$ cat src/rtl/sd_sector_responder_pkg.sv
// Shared types and constants for the sd_bus sector responder.
package sd_sector_responder_pkg;

  parameter int SD_SECTOR_BYTES = 512;

  typedef enum logic [2:0] {
    IDLE,
    CHECK,
    RD_REQ,
    RD_PUT,
    WR_ADDR,
    WR_LATCH,
    WR_REQ,
    DONE
  } sd_resp_state_t;

endpackage

$ cat src/rtl/sd_sector_responder_check.sv
// Range and permission check for a latched sector request; purely combinational.
module sd_request_check
  import sd_sector_responder_pkg::*;
#(
  parameter int SECTOR_BYTES = SD_SECTOR_BYTES
) (
  input  logic [31:0] lba,
  input  logic [31:0] size,
  input  logic        mounted,
  input  logic        readonly,
  input  logic        dir_wr,
  output logic        reject
);

  localparam int IDX_W = $clog2(SECTOR_BYTES);
  // Wide enough that the end-of-sector byte offset can never wrap.
  localparam int END_W = 32 + IDX_W + 1;

  logic [END_W-1:0] sector_end;

  always_comb begin
    sector_end = ({{(IDX_W + 1){1'b0}}, lba} << IDX_W) + END_W'(SECTOR_BYTES);
    reject     = !mounted || (sector_end > END_W'(size)) || (dir_wr && readonly);
  end

endmodule

$ cat src/rtl/sd_sector_responder.sv
// Responder side of the sd_bus sector protocol: serves sector reads/writes from an SDRAM disk image.
module sd_sector_responder
  import sd_sector_responder_pkg::*;
#(
  parameter int SECTOR_BYTES = SD_SECTOR_BYTES,
  parameter int RAM_AW       = 27
) (
  input  logic              clk,
  input  logic              reset_n,
  input  logic              sd_rd,
  input  logic              sd_wr,
  input  logic [31:0]       sd_lba,
  input  logic [7:0]        sd_wdata,
  output logic              sd_ack,
  output logic [13:0]       sd_buff_addr,
  output logic [7:0]        sd_buff_data,
  output logic              sd_buff_wr,
  input  logic              img_mounted,
  input  logic [31:0]       img_size,
  input  logic              img_readonly,
  input  logic [RAM_AW-1:0] img_base,
  output logic [RAM_AW-1:0] ram_addr,
  output logic              ram_rd,
  output logic              ram_wr,
  output logic [7:0]        ram_wdata,
  input  logic [7:0]        ram_rdata,
  input  logic              ram_ready,
  output logic              err
);

  localparam int               IDX_W    = $clog2(SECTOR_BYTES);
  localparam logic [IDX_W-1:0] LAST_IDX = IDX_W'(SECTOR_BYTES - 1);

  sd_resp_state_t   state_q, state_d;
  logic [31:0]      lba_q, lba_d;
  logic [31:0]      size_q, size_d;
  logic             mounted_q, mounted_d;
  logic             readonly_q, readonly_d;
  logic             dir_wr_q, dir_wr_d;
  logic [IDX_W-1:0] n_q, n_d;
  logic [7:0]       rdata_q, rdata_d;
  logic [7:0]       wdata_q, wdata_d;

  logic              reject;
  logic [RAM_AW-1:0] byte_addr;

  sd_request_check #(.SECTOR_BYTES(SECTOR_BYTES)) u_check (
    .lba      (lba_q),
    .size     (size_q),
    .mounted  (mounted_q),
    .readonly (readonly_q),
    .dir_wr   (dir_wr_q),
    .reject   (reject)
  );

  // Image offset wraps silently at the SDRAM address width.
  assign byte_addr = img_base + RAM_AW'({lba_q, {IDX_W{1'b0}}}) + RAM_AW'(n_q);

  always_comb begin
    // NOTE: every signal gets a default before the case so no path leaves one unassigned, which would infer a latch.
    state_d      = state_q;
    lba_d        = lba_q;
    size_d       = size_q;
    mounted_d    = mounted_q;
    readonly_d   = readonly_q;
    dir_wr_d     = dir_wr_q;
    n_d          = n_q;
    rdata_d      = rdata_q;
    wdata_d      = wdata_q;
    sd_ack       = 1'b0;
    sd_buff_addr = '0;
    sd_buff_data = '0;
    sd_buff_wr   = 1'b0;
    ram_addr     = '0;
    ram_rd       = 1'b0;
    ram_wr       = 1'b0;
    ram_wdata    = '0;
    err          = 1'b0;

    case (state_q)
      IDLE: begin
        if (sd_rd || sd_wr) begin
          lba_d      = sd_lba;
          size_d     = img_size;
          mounted_d  = img_mounted;
          readonly_d = img_readonly;
          dir_wr_d   = !sd_rd;
          n_d        = '0;
          state_d    = CHECK;
        end
      end
      CHECK: begin
        sd_ack = 1'b1;
        if (reject) begin
          err     = 1'b1;
          state_d = DONE;
        end else begin
          state_d = dir_wr_q ? WR_ADDR : RD_REQ;
        end
      end
      RD_REQ: begin
        sd_ack   = 1'b1;
        ram_rd   = 1'b1;
        ram_addr = byte_addr;
        if (ram_ready) begin
          rdata_d = ram_rdata;
          state_d = RD_PUT;
        end
      end
      RD_PUT: begin
        sd_ack       = 1'b1;
        sd_buff_wr   = 1'b1;
        sd_buff_addr = 14'(n_q);
        sd_buff_data = rdata_q;
        n_d          = n_q + IDX_W'(1);
        state_d      = (n_q == LAST_IDX) ? DONE : RD_REQ;
      end
      WR_ADDR: begin
        sd_ack       = 1'b1;
        sd_buff_addr = 14'(n_q);
        state_d      = WR_LATCH;
      end
      WR_LATCH: begin
        // Initiator buffer answers one cycle after the address was shown.
        sd_ack       = 1'b1;
        sd_buff_addr = 14'(n_q);
        wdata_d      = sd_wdata;
        state_d      = WR_REQ;
      end
      WR_REQ: begin
        sd_ack       = 1'b1;
        sd_buff_addr = 14'(n_q);
        ram_wr       = 1'b1;
        ram_addr     = byte_addr;
        ram_wdata    = wdata_q;
        if (ram_ready) begin
          n_d     = n_q + IDX_W'(1);
          state_d = (n_q == LAST_IDX) ? DONE : WR_ADDR;
        end
      end
      DONE: begin
        // Wait for the request to drop so a held request is served only once.
        if (!sd_rd && !sd_wr) state_d = IDLE;
      end
      default: state_d = IDLE;
    endcase
  end

  // NOTE: sequential state uses non-blocking assignments so every flop samples pre-edge values.
  always_ff @(posedge clk) begin
    if (!reset_n) begin
      state_q    <= IDLE;
      lba_q      <= '0;
      size_q     <= '0;
      mounted_q  <= 1'b0;
      readonly_q <= 1'b0;
      dir_wr_q   <= 1'b0;
      n_q        <= '0;
      rdata_q    <= '0;
      wdata_q    <= '0;
    end else begin
      state_q    <= state_d;
      lba_q      <= lba_d;
      size_q     <= size_d;
      mounted_q  <= mounted_d;
      readonly_q <= readonly_d;
      dir_wr_q   <= dir_wr_d;
      n_q        <= n_d;
      rdata_q    <= rdata_d;
      wdata_q    <= wdata_d;
    end
  end

endmodule

$ cat config.mk
export PLATFORM = sky130hd
export DESIGN_NAME = sd_sector_responder
export DESIGN_NICKNAME = d
export VERILOG_FILES = /design/src/rtl/sd_sector_responder_pkg.sv /design/src/rtl/sd_sector_responder_check.sv /design/src/rtl/sd_sector_responder.sv
export SDC_FILE = /design/constraint.sdc
export NUM_CORES = 1
export LEC_CHECK = 0
export ABC_AREA = 1
export ABC_CLOCK_PERIOD_IN_PS = 3020
export CAP_MARGIN = 20
export CORE_MARGIN = 2
export CORE_UTILIZATION = 46
export CTS_BUF_LIST = sky130_fd_sc_hd__clkbuf_2 sky130_fd_sc_hd__clkbuf_4 sky130_fd_sc_hd__clkbuf_8
export DETAILED_ROUTE_END_ITERATION = 16
export PLACE_DENSITY = 0.86
export SYNTH_ARGS = -nofsm -noshare
export SYNTH_HDL_FRONTEND = slang
export SYNTH_SLANG_ARGS = --single-unit
export TNS_END_PERCENT = 10
$ cat constraint.sdc
create_clock -name clk -period 3.02 [get_ports clk]
set_input_delay 0.604 -clock clk [delete_from_list [all_inputs] [get_ports clk]]
set_output_delay 0.604 -clock clk [all_outputs]
set_load 0.01 [all_outputs]
==> summary.txt <==
Timing
  • Final hold violation count: 0
  • Worst slew pin tran: a little under 1 ns
  • Tcrit/Tclk final: 124%
  • Pins Over Slew Limit: 0
  • RSZ-0062 raised after global routing: yes
  • Setup WS post-layout: -0.723 ns
  • Hold Slack: around 0.46 ns
  • Achievable Freq: 267 MHz
  • Final setup viols: 18
  • Total Negative Setup Slacks: -3.65 ns
  • Worst clock skew: 0.00683 ns
  • Rel. slew slack: 35.4%
  • Min Tclk post-route: 3.74 ns

Finish
  • Nets: 1522
  • Synth-to-Final Area Change: 60.5%
  • Layout cells sized above 1: 26.8%
  • Area of the multi-input gates: ~4700 um^2
  • Fill count: 1013
  • Sequential standard cell area: 1930 um^2

Floorplan
  • Row count: 43
  • Die Wd: 124 um
  • DIE HEIGHT: 124 um
  • Die footprint: 15500 um^2
  • # IOs: 176
  • Core area: 14000 um^2
  • Starting Density: 47.5%

Detailed routing
  • Vias: 8434
  • Drt pass-1 iters: 6
  • Initial DRC Count: 853
  • DR DRC count: 0
  • Wire per inst: 16.4 um
  • Detail Route Antenna Nets: 0
  • DRT Wirelength: about 25 mm
  • Vias per cell: 5.48

Clocking
  • Htree depth: 3
  • Clock buffer depth: 2
  • Clk sinks: 95
  • CTS buffer count: 9
  • Worst-Skew Late Latency: 0.37 ns
  • CTS tree: built
  • Clk root buf: clkbuf_8
  • Clk slew on worst S/H paths: roughly 0.10 ns

Power
  • Psw: 3.50 mW
  • Logic gate share of total power: 63.5%
  • Worst vdd ir: around 0.00052 V
  • Lkg Pwr: approximately 4.7 nW
  • Total Power: 7.59 mW
  • Sequential share of power: between 20% and 30%
  • Power density cells: a little over 700 nW/um^2
  • Pint: 4.09 mW
  • Clock group share of total power: a little over a tenth
  • Sw frac: 46.1%

Placement
  • GP Congestion: 0.951
  • HPWL Detailed: 16.9 mm
  • PortBufs: 170

Run
  • Maximum capacitance violations: 0

Global routing
  • First-pass GRT wire length: 37.5 mm
  • Largest net degree at the start of global routing: between 100 and 150
  • Vias in the first global route: 7978
  • Number of antenna violations at the first check in global routing: 1
  • Total track usage: 29.2%
  • Total grt overflow: 0

Critical path
  • Crit path DAT: 3.14 ns
  • Reg2reg path depth: 22
  • CP Max Fanout: 5
  • Worst Setup Start Kind: flop
  • Critical path class: reg -> out
  • Crit. End Element: output port
  • CP Data Required Time: between 2 and 2.5 ns

Yosys
  • Synth Instances: 1025
  • Synth top area share: 28.5%
  • Yosys Warn Count: 0
  • Seq/Total Area, Yosys: 28.5%
  • Register bit total from synthesis: 95
  • Yosys top cell by area: dfxtp_1
  • Largest cells by area after synthesis: dfxtp_1 29%, a21oi_1 11%, ha_1 9.8%, inv_1 9.2%, o21ai_0 9.0%
  • Avg Synthesized Cell Area: 6.50 um^2
  • Synth Cell Area: 6660 um^2
  • Ys async rst share: 0%
  • EDFF count, synth: 0
  • Library cells used by synthesis: between 40 and 50
  • Synth top cells by count: 163 x inv_1, 159 x nand2_1, 151 x a21oi_1
  • Top FF cell, synth: dfxtp_1
  • Most numerous cell in the Yosys netlist: inv_1

Min path
  • Worst Hold Class: reg -> reg
  • Worst hold path cell count: 2

Run status
  • Violated checks: setup timing
  • Outcome: complete, but fails checks
## critical path: stages (launching register included)
cell     delay [ns]
dfxtp_4        0.40
ha_4           0.15
nand2_2        0.07
nor2_4         0.16
nand3_4        0.15
buf_6          0.16
xor2_2         0.14
ha_1           0.32
buf_4          0.14
a21o_1         0.17
a21oi_2        0.15
o21ai_1        0.08
inv_1          0.07
nand2_1        0.06
nand2_1        0.06
nand2_1        0.06
nand2_2        0.08
nand3_2        0.09
nand2_2        0.09
inv_2          0.04
buf_6          0.11
## final timing paths
kind	startpoint	slack, ns	to
setup / recovery	lba_q[0]	-0.72	err
hold / removal	mounted_q	0.46	mounted_q
hold reg to reg	mounted_q	0.46	mounted_q
setup reg to reg	lba_q[0]	-0.04	state_q[2]
## metal layers
| layer | wire length [um] | vias up | track usage (%) | part of all wire [%] |
|---|---|---|---|---|
| met3 | 1860 | 133 | 5.24 | 7.4 |
| met1 | 9920 | 3854 | 35.0 | 39 |
| met5 | 0 | - | 0 | 0 |
| met4 | 1420 | 0 | 14.7 | 5.6 |
| met2 | 12100 | 462 | 50.0 | 48 |
| li1 | - | 3985 | - | - |
## registers in the layout, indices dropped and copies added (netlist names)
register and flops:
wdata_q 8, n_q 9, rdata_q 8, size_q 32, dir_wr_q 1, readonly_q 1
lba_q 32, mounted_q 1, state_q 3
## power by group through the flow
stage | logic, mW | registers [mW] | clock network [mW]
floorplan | 2.34 | 1.90 | 0
global placement | 3.96 | 1.92 | 0
detailed placement | 4.09 | 1.94 | 0
CTS | 4.32 | 1.94 | 0.819
global route | 5.25 | 2.00 | 0.877
finish | 4.82 | 1.96 | 0.811
## cell families (layout without fill, tap and decap cells)
group | count (synthesis) | in the layout | synth area share, %
DFF | 95 | 95 | 28.5
adders and majority gates | 53 | 53 | 10.1
xor gates and xnor gates | 30 | 30 | 3.94
buffers and inverters | 204 | 534 | 12.0
other | 1 | 6 | 0.0563
AOI/OAI and AO/OA | 299 | 299 | 23.7
and+or+nand+nor | 343 | 343 | 21.7
## repair_timing
| item | CTS | global route |
|---|---|---|
| endpoints found under the setup margin | 37 | 36 |
| pin swaps | 34 | 48 |
| hold buffers | 0 | 0 |
| setup buffers | 8 | 10 |
| resized for setup | 162 | 109 |
## through the flow
stage	area [um^2]	std cells	setup WS (ns)	util [%]
global placement	9700	1507	-1.02	69.1
detailed placement	9700	1507	-1.04	69.1
finish	10700	1540	-0.723	76.2
floorplan	6690	1029	0.0198	-
CTS	10300	1530	-0.694	73.2
global route	10700	1540	-0.856	76.2
## cell type report
type                    instances  area share, %
repair buffers                350           28.3
clock inverters                 5          0.386
diodes                          1         0.0234
inverters                     169           6.01
multi-input cells             730           43.8
flip-flops and latches         95           18.0
clock buffers                  10           1.29
well taps                     180           2.11
## layout by cell type (no fill, tap or decap), types with 5 or more instances in the layout
cell type,instances
a21oi_1,128
a21oi_2,19
buf_2,13
buf_4,172
buf_6,10
clkbuf_8,10
clkdlybuf4s50_1,123
conb_1,5
dfxtp_1,84
dfxtp_2,7
dlygate4sd2_1,14
dlymetal6s2s_1,12
ha_1,30
ha_4,22
inv_1,153
inv_2,13
nand2_1,144
nand2_2,17
nand3_1,14
nand3_2,9
nand4_1,8
nor2_1,106
nor2_2,8
nor2_4,7
nor3_1,10
nor3_2,6
o21ai_0,104
o21ai_1,10
o21ai_2,7
xor2_1,25
Power figures use the tool's default switching activity.
